<file path="src/rtl/pwm_capture.sv">
// rtl/pwm_capture.sv - single-channel PWM high-time / period decoder
//
// Purpose: measures the high time and rising-to-rising period of an
// asynchronous PWM input in clk ticks. The input passes through a 2-FF
// synchronizer and a run-length glitch filter. A three-state FSM with one
// saturating counter then timestamps the filtered edges and publishes one
// result pair per complete period.
//
// Ports:
//   clk           system clock, rising edge
//   rst           asynchronous active-high reset
//   ena           capture enable; low parks the FSM in IDLE
//   pwm_in        asynchronous PWM input
//   level         filtered, synchronized input level
//   high_ticks    last measured high time (CNT_W bits)
//   period_ticks  last measured period (CNT_W bits)
//   valid         one-cycle strobe with each new high/period pair
//   timeout       signal-loss flag (set at reset, cleared by next valid)

module pwm_capture #(
  parameter int SYS_CLK       = 50000000,
  parameter int CNT_W         = 24,
  parameter int FILT_LEN      = 4,
  parameter int TIMEOUT_TICKS = 2500000
) (
  input  logic             clk,
  input  logic             rst,
  input  logic             ena,
  input  logic             pwm_in,
  output logic             level,
  output logic [CNT_W-1:0] high_ticks,
  output logic [CNT_W-1:0] period_ticks,
  output logic             valid,
  output logic             timeout
);

  // SYS_CLK only documents how the default TIMEOUT_TICKS was derived.
  if (FILT_LEN < 1 || SYS_CLK <= 0 ||
      longint'(TIMEOUT_TICKS) >= (longint'(1) << CNT_W) - 1) begin : g_param_check
    $error("pwm_capture: invalid parameter set");
  end

  localparam int               FW       = (FILT_LEN > 1) ? $clog2(FILT_LEN) : 1;
  localparam logic [FW-1:0]    FILT_MAX = FW'(FILT_LEN - 1);
  localparam logic [CNT_W-1:0] CNT_MAX  = '1;
  localparam logic [CNT_W-1:0] TO_CNT   = CNT_W'(TIMEOUT_TICKS);

  typedef enum logic [1:0] {
    IDLE = 2'd0,
    HIGH = 2'd1,
    LOW  = 2'd2
  } state_t;

  logic             sync1;
  logic             sync2;
  logic [FW-1:0]    filt_cnt;
  logic             level_d;
  logic             rise;
  logic             fall;
  state_t           state;
  logic [CNT_W-1:0] cnt;
  logic [CNT_W-1:0] cnt_inc;
  logic [CNT_W-1:0] high_lat;

  // Input path: synchronizer, then the filter. The filter counts how long
  // the synchronized sample has disagreed with level; level follows only
  // after FILT_LEN consecutive disagreeing samples. Both polarities see the
  // same delay, so measured widths are unbiased.
  always_ff @(posedge clk or posedge rst) begin
    if (rst) begin
      sync1    <= 1'b0;
      sync2    <= 1'b0;
      filt_cnt <= '0;
      level    <= 1'b0;
      level_d  <= 1'b0;
    end else begin
      sync1   <= pwm_in;
      sync2   <= sync1;
      level_d <= level;
      if (sync2 != level) begin
        if (filt_cnt == FILT_MAX) begin
          level    <= sync2;
          filt_cnt <= '0;
        end else begin
          filt_cnt <= filt_cnt + FW'(1);
        end
      end else begin
        filt_cnt <= '0;
      end
    end
  end

  assign rise    = level & ~level_d;
  assign fall    = ~level & level_d;
  assign cnt_inc = (cnt == CNT_MAX) ? cnt : cnt + CNT_W'(1);

  // cnt restarts at 1 on the rise cycle, so its value on a later edge
  // cycle equals the distance in cycles between the two filtered edges.
  // Timeout uses >= so that a fall landing exactly on TIMEOUT_TICKS in HIGH
  // still leads to a timeout in LOW instead of a silently saturating count.
  always_ff @(posedge clk or posedge rst) begin
    if (rst) begin
      state        <= IDLE;
      cnt          <= '0;
      high_lat     <= '0;
      high_ticks   <= '0;
      period_ticks <= '0;
      valid        <= 1'b0;
      timeout      <= 1'b1;
    end else begin
      valid <= 1'b0;
      if (!ena) begin
        state <= IDLE;
        cnt   <= '0;
      end else begin
        case (state)
          IDLE: begin
            cnt <= '0;
            if (rise) begin
              state <= HIGH;
              cnt   <= CNT_W'(1);
            end
          end
          HIGH: begin
            cnt <= cnt_inc;
            if (fall) begin
              high_lat <= cnt;
              state    <= LOW;
            end else if (cnt >= TO_CNT) begin
              timeout <= 1'b1;
              state   <= IDLE;
              cnt     <= '0;
            end
          end
          LOW: begin
            cnt <= cnt_inc;
            if (rise) begin
              period_ticks <= cnt;
              high_ticks   <= high_lat;
              valid        <= 1'b1;
              timeout      <= 1'b0;
              cnt          <= CNT_W'(1);
              state        <= HIGH;
            end else if (cnt >= TO_CNT) begin
              timeout <= 1'b1;
              state   <= IDLE;
              cnt     <= '0;
            end
          end
          default: begin
            state <= IDLE;
            cnt   <= '0;
          end
        endcase
      end
    end
  end

endmodule
</file>
<file path="config.mk">
export PLATFORM = sky130hd
export DESIGN_NAME = pwm_capture
export DESIGN_NICKNAME = d
export VERILOG_FILES = /design/src/rtl/pwm_capture.sv
export SDC_FILE = /design/constraint.sdc
export NUM_CORES = 1
export LEC_CHECK = 0
export CELL_PAD_IN_SITES_DETAIL_PLACEMENT = 0
export CELL_PAD_IN_SITES_GLOBAL_PLACEMENT = 2
export CORE_MARGIN = 8
export CORE_UTILIZATION = 38
export CTS_CLUSTER_DIAMETER = 30
export DETAILED_ROUTE_END_ITERATION = 6
export HOLD_SLACK_MARGIN = 0.03
export PLACE_DENSITY_LB_ADDON = 0.25
export SLEW_MARGIN = 20
export SYNTH_ARGS = -nofsm -noshare
export SYNTH_HDL_FRONTEND = slang
export SYNTH_SLANG_ARGS = --single-unit
</file>
<file path="constraint.sdc">
create_clock -name clk -period 3.5 [get_ports clk]
set_input_delay 0.35 -clock clk [delete_from_list [all_inputs] [get_ports clk]]
set_output_delay 0.35 -clock clk [all_outputs]
set_load 0.05 [all_outputs]
</file>
== Yosys cells after proc, flatten, opt, wreduce, memory -nomap -nowiden ==
Index checks and enable logic that the tools add are counted.
W data, S select, Z words.

* Register bits: 106
* Bits of input ports: 4
* Output and inout bits: 51
* Word-level logic and storage cells: 54

* Add/sub/neg operators: 2
* $lt $le $gt $ge: 1
* Equal/unequal tests: 7
* Mux-type cells: 22
* Bitwise logic cells: 4
* Reductions and logical operators: 6

{| class="wikitable"
|+ Operators with widths
! operator !! number
|-
| $mux W24 || 5
|-
| $pmux W24 S3 || 1
|-
| $add A24 B1 Y24 const B || 1
|-
| $eq A24 B24 Y1 const B || 1
|-
| $ge A24 B22 Y1 const B || 1
|-
| $mux W2 || 7
|-
| $reduce_and A3 Y1 || 3
|-
| $mux W1 || 7
|-
| $pmux W2 S3 || 1
|-
| $eq A2 B2 Y1 const B || 2
|-
| $ne A3 B3 Y1 const B || 1
|-
| $add A2 B1 Y2 const B || 1
|-
| $and A1 B1 Y1 || 2
|-
| $eq A2 B1 Y1 const B || 1
|-
| $logic_not A2 Y1 || 1
|-
| $ne A2 B2 Y1 const B || 1
|-
| $not A1 Y1 || 2
|-
| $pmux W1 S2 || 1
|-
| $reduce_and A2 Y1 || 1
|-
| $reduce_bool A2 Y1 || 1
|-
| $ne A1 B1 Y1 || 1
|}

== Longest topological paths before layout ==
* Depth in word-level cells: 6
* Gate-level depth with buffers: 8
* Gate-level depth less buffers: 6

== Least setup slack after synthesis ==
OpenSTA, ideal clock, no wires.

* Kind: register to register
* Start point: reg level
* End point: reg high_lat[0]
* Library setup time: 0.125 ns
* Arrival time: 1.813 ns
* Required time: 3.375 ns
* Setup slack: 1.562 ns
* Stages on the path, launching flop included: 5
* Buffers on the path: 1
* Period minus slack after synthesis: 1.938 ns
* Path through: dfrtp_1 -> nor3_2 -> nand2_1 -> clkbuf_1 -> mux2_2

* Cells in the longest elaborated chain, start to end: 3

{| class="wikitable"
|+ Ends and longest elaborated chain
! what !! line !! source
|-
| start, declared || 30 || <nowiki>output logic level,</nowiki>
|-
| start signal, assigned || 82 || <nowiki>level <= sync2;</nowiki>
|-
| $not A1 Y1 || 94 || <nowiki>assign fall = ~level & level_d;</nowiki>
|-
| $and A1 B1 Y1 || 94 ||
|-
| $reduce_and A3 Y1 (no line) || -- ||
|-
| end signal, assigned || 127 || <nowiki>high_lat <= cnt;</nowiki>
|-
| end, declared || 63 || <nowiki>logic [CNT_W-1:0] high_lat;</nowiki>
|}

No other way between the ends.
A chain may end at the register's enable or synchronous reset.

== Worst setup path after layout ==
* Start point: reg cnt[0]
* End point: reg cnt[0]

* Cells in the longest elaborated chain, start to end: 6
* Elaborated cells between the ends (all ways): 9
* Those cells by class: add/sub: 1; order compare: 1; eq/ne: 1; mux: 6

{| class="wikitable"
|+ Ends and longest elaborated chain
! what !! line !! source
|-
| start, declared || 61 || <nowiki>logic [CNT_W-1:0] cnt;</nowiki>
|-
| start signal, assigned || 125 || <nowiki>cnt <= cnt_inc;</nowiki>
|-
| start signal, assigned || 136 || <nowiki>cnt <= cnt_inc;</nowiki>
|-
| $add A24 B1 Y24 or $eq A24 B24 Y1 (tied branches) || 95 || <nowiki>assign cnt_inc = (cnt == CNT_MAX) ? cnt : cnt + CNT_W'(1);</nowiki>
|-
| $mux W24 || 95 ||
|-
| $mux W24 || 129, 144 ||
|-
| $mux W24, on equally long branches || 137, 126 ||
|-
| $pmux W24 S3 (*) || 116 || <nowiki>case (state)</nowiki>
|-
| $mux W24 (*) || 112 || <nowiki>if (!ena) begin</nowiki>
|}

Mark *: on every way between the ends. The rest lies on a longest branch, timed or not.

==> impl_summary.md <==
Cells and area
The repair_antennas step left the layout with diodes totalling 0. Of the cells placed in the final design, the portion with a size suffix greater than 1 is 0.2628. Leaving out fill and tap cells, the most frequent cells in the layout are sky130_fd_sc_hd__dfrtp_1, sky130_fd_sc_hd__mux2_2, sky130_fd_sc_hd__clkdlybuf4s50_1, sky130_fd_sc_hd__nor2_1, sky130_fd_sc_hd__nand2_1. Leaving out fill and tap cells, the most frequent cell in the layout is sky130_fd_sc_hd__dfrtp_1. The post-layout net count is 413. Fill cells in the final layout number 1,104. The finished layout holds 558 standard cells, fillers aside. The post-synthesis to final-layout area growth is 21.74%.

Flow run
The number of maximum-capacitance violations is 0.

Clock network
CTS saw 106 sinks. For the worst-skew pair, the clock arrives at the later sink with an insertion delay of 0.35 ns. The TritonCTS clock tree is done. The cell at the root of the clock tree is sky130_fd_sc_hd__clkbuf_16. The maximum level of the CTS H-tree is 3. The total CTS buffers is 9.

Hold repair after CTS inserted 0 buffers. The number of gates given a new drive strength after cts is 0. The maximum clock insertion buffer count is 2. The number of setup buffers added after CTS is 0. The clock transition at the register clock pins on the worst setup and hold paths after CTS is 0.07 ns.

Critical path
The largest individual stage delay along the critical path comes from the cell sky130_fd_sc_hd__and3_1. The cell type with the highest occurrence count on the critical path is sky130_fd_sc_hd__and3_1. The startpoint identified for the worst register-to-register timing path is cnt[0]$_DFF_PP0_.

The kind of critical path is reg2reg. The end of the worst register-to-register path is cnt[0]$_DFF_PP0_. Traced cell by cell, the critical path runs through ha_1 > and3_1 > and3_1 > nand2_1 > xnor2_1 > a211oi_1.

For this run, the slowest stage of the critical path takes 0.58 ns. Data arrives at the worst endpoint at 2.68 ns. Of all nets on the critical path, the largest fanout is 15. The worst setup path is launched from a flop.

The critical path's top delay family is simple AND/OR/NAND/NOR gates. The type of destination of the critical path is a flop. The number of buffers and inverters on the critical path is 0. At the worst endpoint, the required time is 3.76 ns. The worst setup slack for register-to-register paths is 1.08 ns. The number of cell instances on the worst register-to-register path is 6.

Timing
Subtracting the final worst setup slack from the clock period gives 2.416 ns. Setup total negative slack on the finished layout was measured at 0 ns. Setup violations remaining at the end of the flow were counted as 0. In this run the tightest slew margin relative to its limit is 0.4795.

Dividing the final minimum period by the clock period gives 0.6904. The number of max-slew violations in the final report is 0. The number of hold violations in the final report is 0. Setup slack on the critical path of the routed design comes to 1.084 ns. Setup repair after global routing left no endpoint under its margin. The clock skew after layout is 0.007224 ns. The top achievable clock speed is 413.9 MHz. The transition time at the pin with the least slew margin is 0.7807 ns. The minimum hold slack is 0.3503 ns.

Route
For this run, the detailed router's first-pass iteration total came to 4. The routed layout has 2,883 vias. After detailed routing, the number of remaining DRC violations is 0. In the routed layout, each cell is associated on average with a via count of 5.167. The initial DRC count is 130.

The average routed wire per standard cell is 16.80 um. After detailed routing, the total wire length is 9.374 mm. The count of nets left with antenna violations once routing finished came out at 0.

Power
The cell leakage power is 2.501 nW. The power per unit of standard cell area is 486.2 mW/mm^2. Overall power consumption after layout is estimated at 2.725 mW.

The worst-case vdd ir drop is 204.6 uV.

Yosys
The dominant combinational cell family by area after synthesis is multiplexers. Of all flip-flops after synthesis, the portion carrying an async set or reset was 1.000. The synthesized-area fraction occupied by xor and xnor cells is 0.03424. After synthesis the netlist holds a flip-flop and latch count of 106. For this run, the register share of the synthesized area comes to 0.5764. The gate count after technology mapping is 358. The post-synthesis compound-gate area fraction is 0.05299.

The number of distinct library cells after synthesis is 43. Among all flip-flop cells after synthesis, the most frequent one is sky130_fd_sc_hd__dfrtp_1. The post-synthesis average cell area is 12.86 um^2.

The number of synthesis warnings is 0. The net count of the mapped netlist is 365. Of the post-synthesis cell area, the part taken by muxes is 0.1829. Yosys mapped a number of flops with a built-in enable equal to 0. Summing every instance area after synthesis gives 0.004604 mm^2. Of the total synthesized cell area, the portion taken by AND, OR, NAND and NOR gates is 0.1106. The post-synthesis share of cell area spent on full adders, half adders and majority gates is 0.008152.

Worst hold path
The worst hold path stage count is 0. The origin of the worst min-delay path is sync1$_DFF_PP0_. The end point of the most critical hold path is sync2$_DFF_PP0_. The type of the most critical hold path is reg2reg.

Global route
The global-route wire length before repair is 15.81 mm. The number of global-route vias before repair came to 3,009. The initial antenna violation count is 0. Entering global routing, the biggest net connects 63 pins. The all-layer global routing usage is 0.1248.

The remaining global-route overflow is 0.

Placement
The count of buffers from port buffering is 54. Counting tap cells, the placed design contains a total of 542 instances. The HPWL after detailed placement is 6.272 mm. The worst setup timing slack at the placement stage is 0.9914 ns. Routability-driven placement finished with a final weighted congestion of 0.7850.

Floorplan
During I/O placement, the number of pins put on the boundary was 55. From left edge to right edge, the die measures 126.1 um. The initial core utilization is 0.3866. The placeable core region is 0.01191 mm^2. Measured along the y axis, the die boundary spans 126.1 um.

In this run the core area contains 40 standard-cell rows. The die outline area is 0.01589 mm^2.

Outcome
The flow ran to the end, and the final reports show no timing, DRC or antenna violations.
power breakdown:
group          internal, mW  leakage, nW  switching (mW)
clock network         0.697        0.158           0.452
registers              1.27         1.47          0.0434
logic                0.0938        0.877           0.169
Yosys cell counts, types with 2 or more instances:
master | instances | area share
sky130_fd_sc_hd__xnor2_1 | 15 | 0.029
sky130_fd_sc_hd__ha_1 | 3 | 0.0082
sky130_fd_sc_hd__nor2_2 | 2 | 0.0027
sky130_fd_sc_hd__xor2_1 | 3 | 0.0057
sky130_fd_sc_hd__clkbuf_2 | 2 | 0.0022
sky130_fd_sc_hd__clkbuf_1 | 5 | 0.0041
sky130_fd_sc_hd__a211oi_1 | 9 | 0.015
sky130_fd_sc_hd__mux2i_1 | 2 | 0.0043
sky130_fd_sc_hd__and3_1 | 7 | 0.0095
sky130_fd_sc_hd__buf_2 | 12 | 0.013
sky130_fd_sc_hd__o21ai_0 | 3 | 0.0033
sky130_fd_sc_hd__nor3_2 | 2 | 0.0043
sky130_fd_sc_hd__nand3_1 | 10 | 0.011
sky130_fd_sc_hd__nand2_1 | 17 | 0.014
sky130_fd_sc_hd__mux2_2 | 73 | 0.18
sky130_fd_sc_hd__dfrtp_1 | 105 | 0.57
sky130_fd_sc_hd__a21oi_2 | 4 | 0.0076
sky130_fd_sc_hd__nor3_1 | 4 | 0.0043
sky130_fd_sc_hd__and2_1 | 2 | 0.0027
sky130_fd_sc_hd__nand2b_1 | 3 | 0.0041
sky130_fd_sc_hd__and4_1 | 5 | 0.0095
sky130_fd_sc_hd__inv_1 | 7 | 0.0057
sky130_fd_sc_hd__nand4b_1 | 2 | 0.0038
sky130_fd_sc_hd__buf_6 | 4 | 0.0098
sky130_fd_sc_hd__a21oi_1 | 9 | 0.0098
sky130_fd_sc_hd__nor2_1 | 24 | 0.020
sky130_fd_sc_hd__nor2b_1 | 2 | 0.0027
sky130_fd_sc_hd__nand4_1 | 7 | 0.0095
area by class of cell:
class | instances | area [um^2] | area share
clock buffer | 9 | 225.2 | 0.04018
clock inverter | 7 | 117.6 | 0.02098
inverter | 7 | 28.78 | 0.005134
multi-input combinational | 222 | 1798 | 0.3208
sequential | 106 | 2654 | 0.4734
tap | 147 | 183.9 | 0.03281
timing repair buffer | 60 | 598.1 | 0.1067
per-layer routing:
metal,up-vias,wire (um),track usage
met5,-,0,0
met4,0,185,0.04883
met3,15,537,0.04768
met2,49,4175,0.1894
met1,1461,4475,0.1574
li1,1358,-,-
per-stage QoR:
stage,util,cell area [um^2]
finish,0.4706,5605
floorplan,-,4604
CTS,0.4706,5605
global placement,0.4418,5263
global route,0.4706,5605
detailed placement,0.4418,5263
flip-flops by register name, summed over array words and instances, names as in the netlist, 2 cells and up:
register / cells
cnt: 24
high_lat: 24
high_ticks: 24
state: 2
filt_cnt: 2
period_ticks: 24
cells by family (layout without fill, tap and decap cells):
family          count (synthesis)  count (layout)
compound gates                 33              33
simple gates                   93              93
flops                         106             106
buf+inv                        30              83
fa+ha+maj                       3               3
mux                            75              75
xor+xnor                       18              18
worst max path at each step:
| stage | cells past startpoint | startpoint | to |
|---|---|---|---|
| after floorplan | 1 | rst | cnt[0]$_DFF_PP0_ |
| after global placement | 5 | ena | high_ticks[10]$_DFFE_PP0P_ |
| after detailed placement | 5 | ena | period_ticks[1]$_DFFE_PP0P_ |
| after CTS | 5 | cnt[20]$_DFF_PP0_ | cnt[16]$_DFF_PP0_ |
| after global routing | 6 | cnt[0]$_DFF_PP0_ | cnt[0]$_DFF_PP0_ |
| final | 6 | cnt[0]$_DFF_PP0_ | cnt[0]$_DFF_PP0_ |
Note: power is estimated with default switching activity, not from simulation.
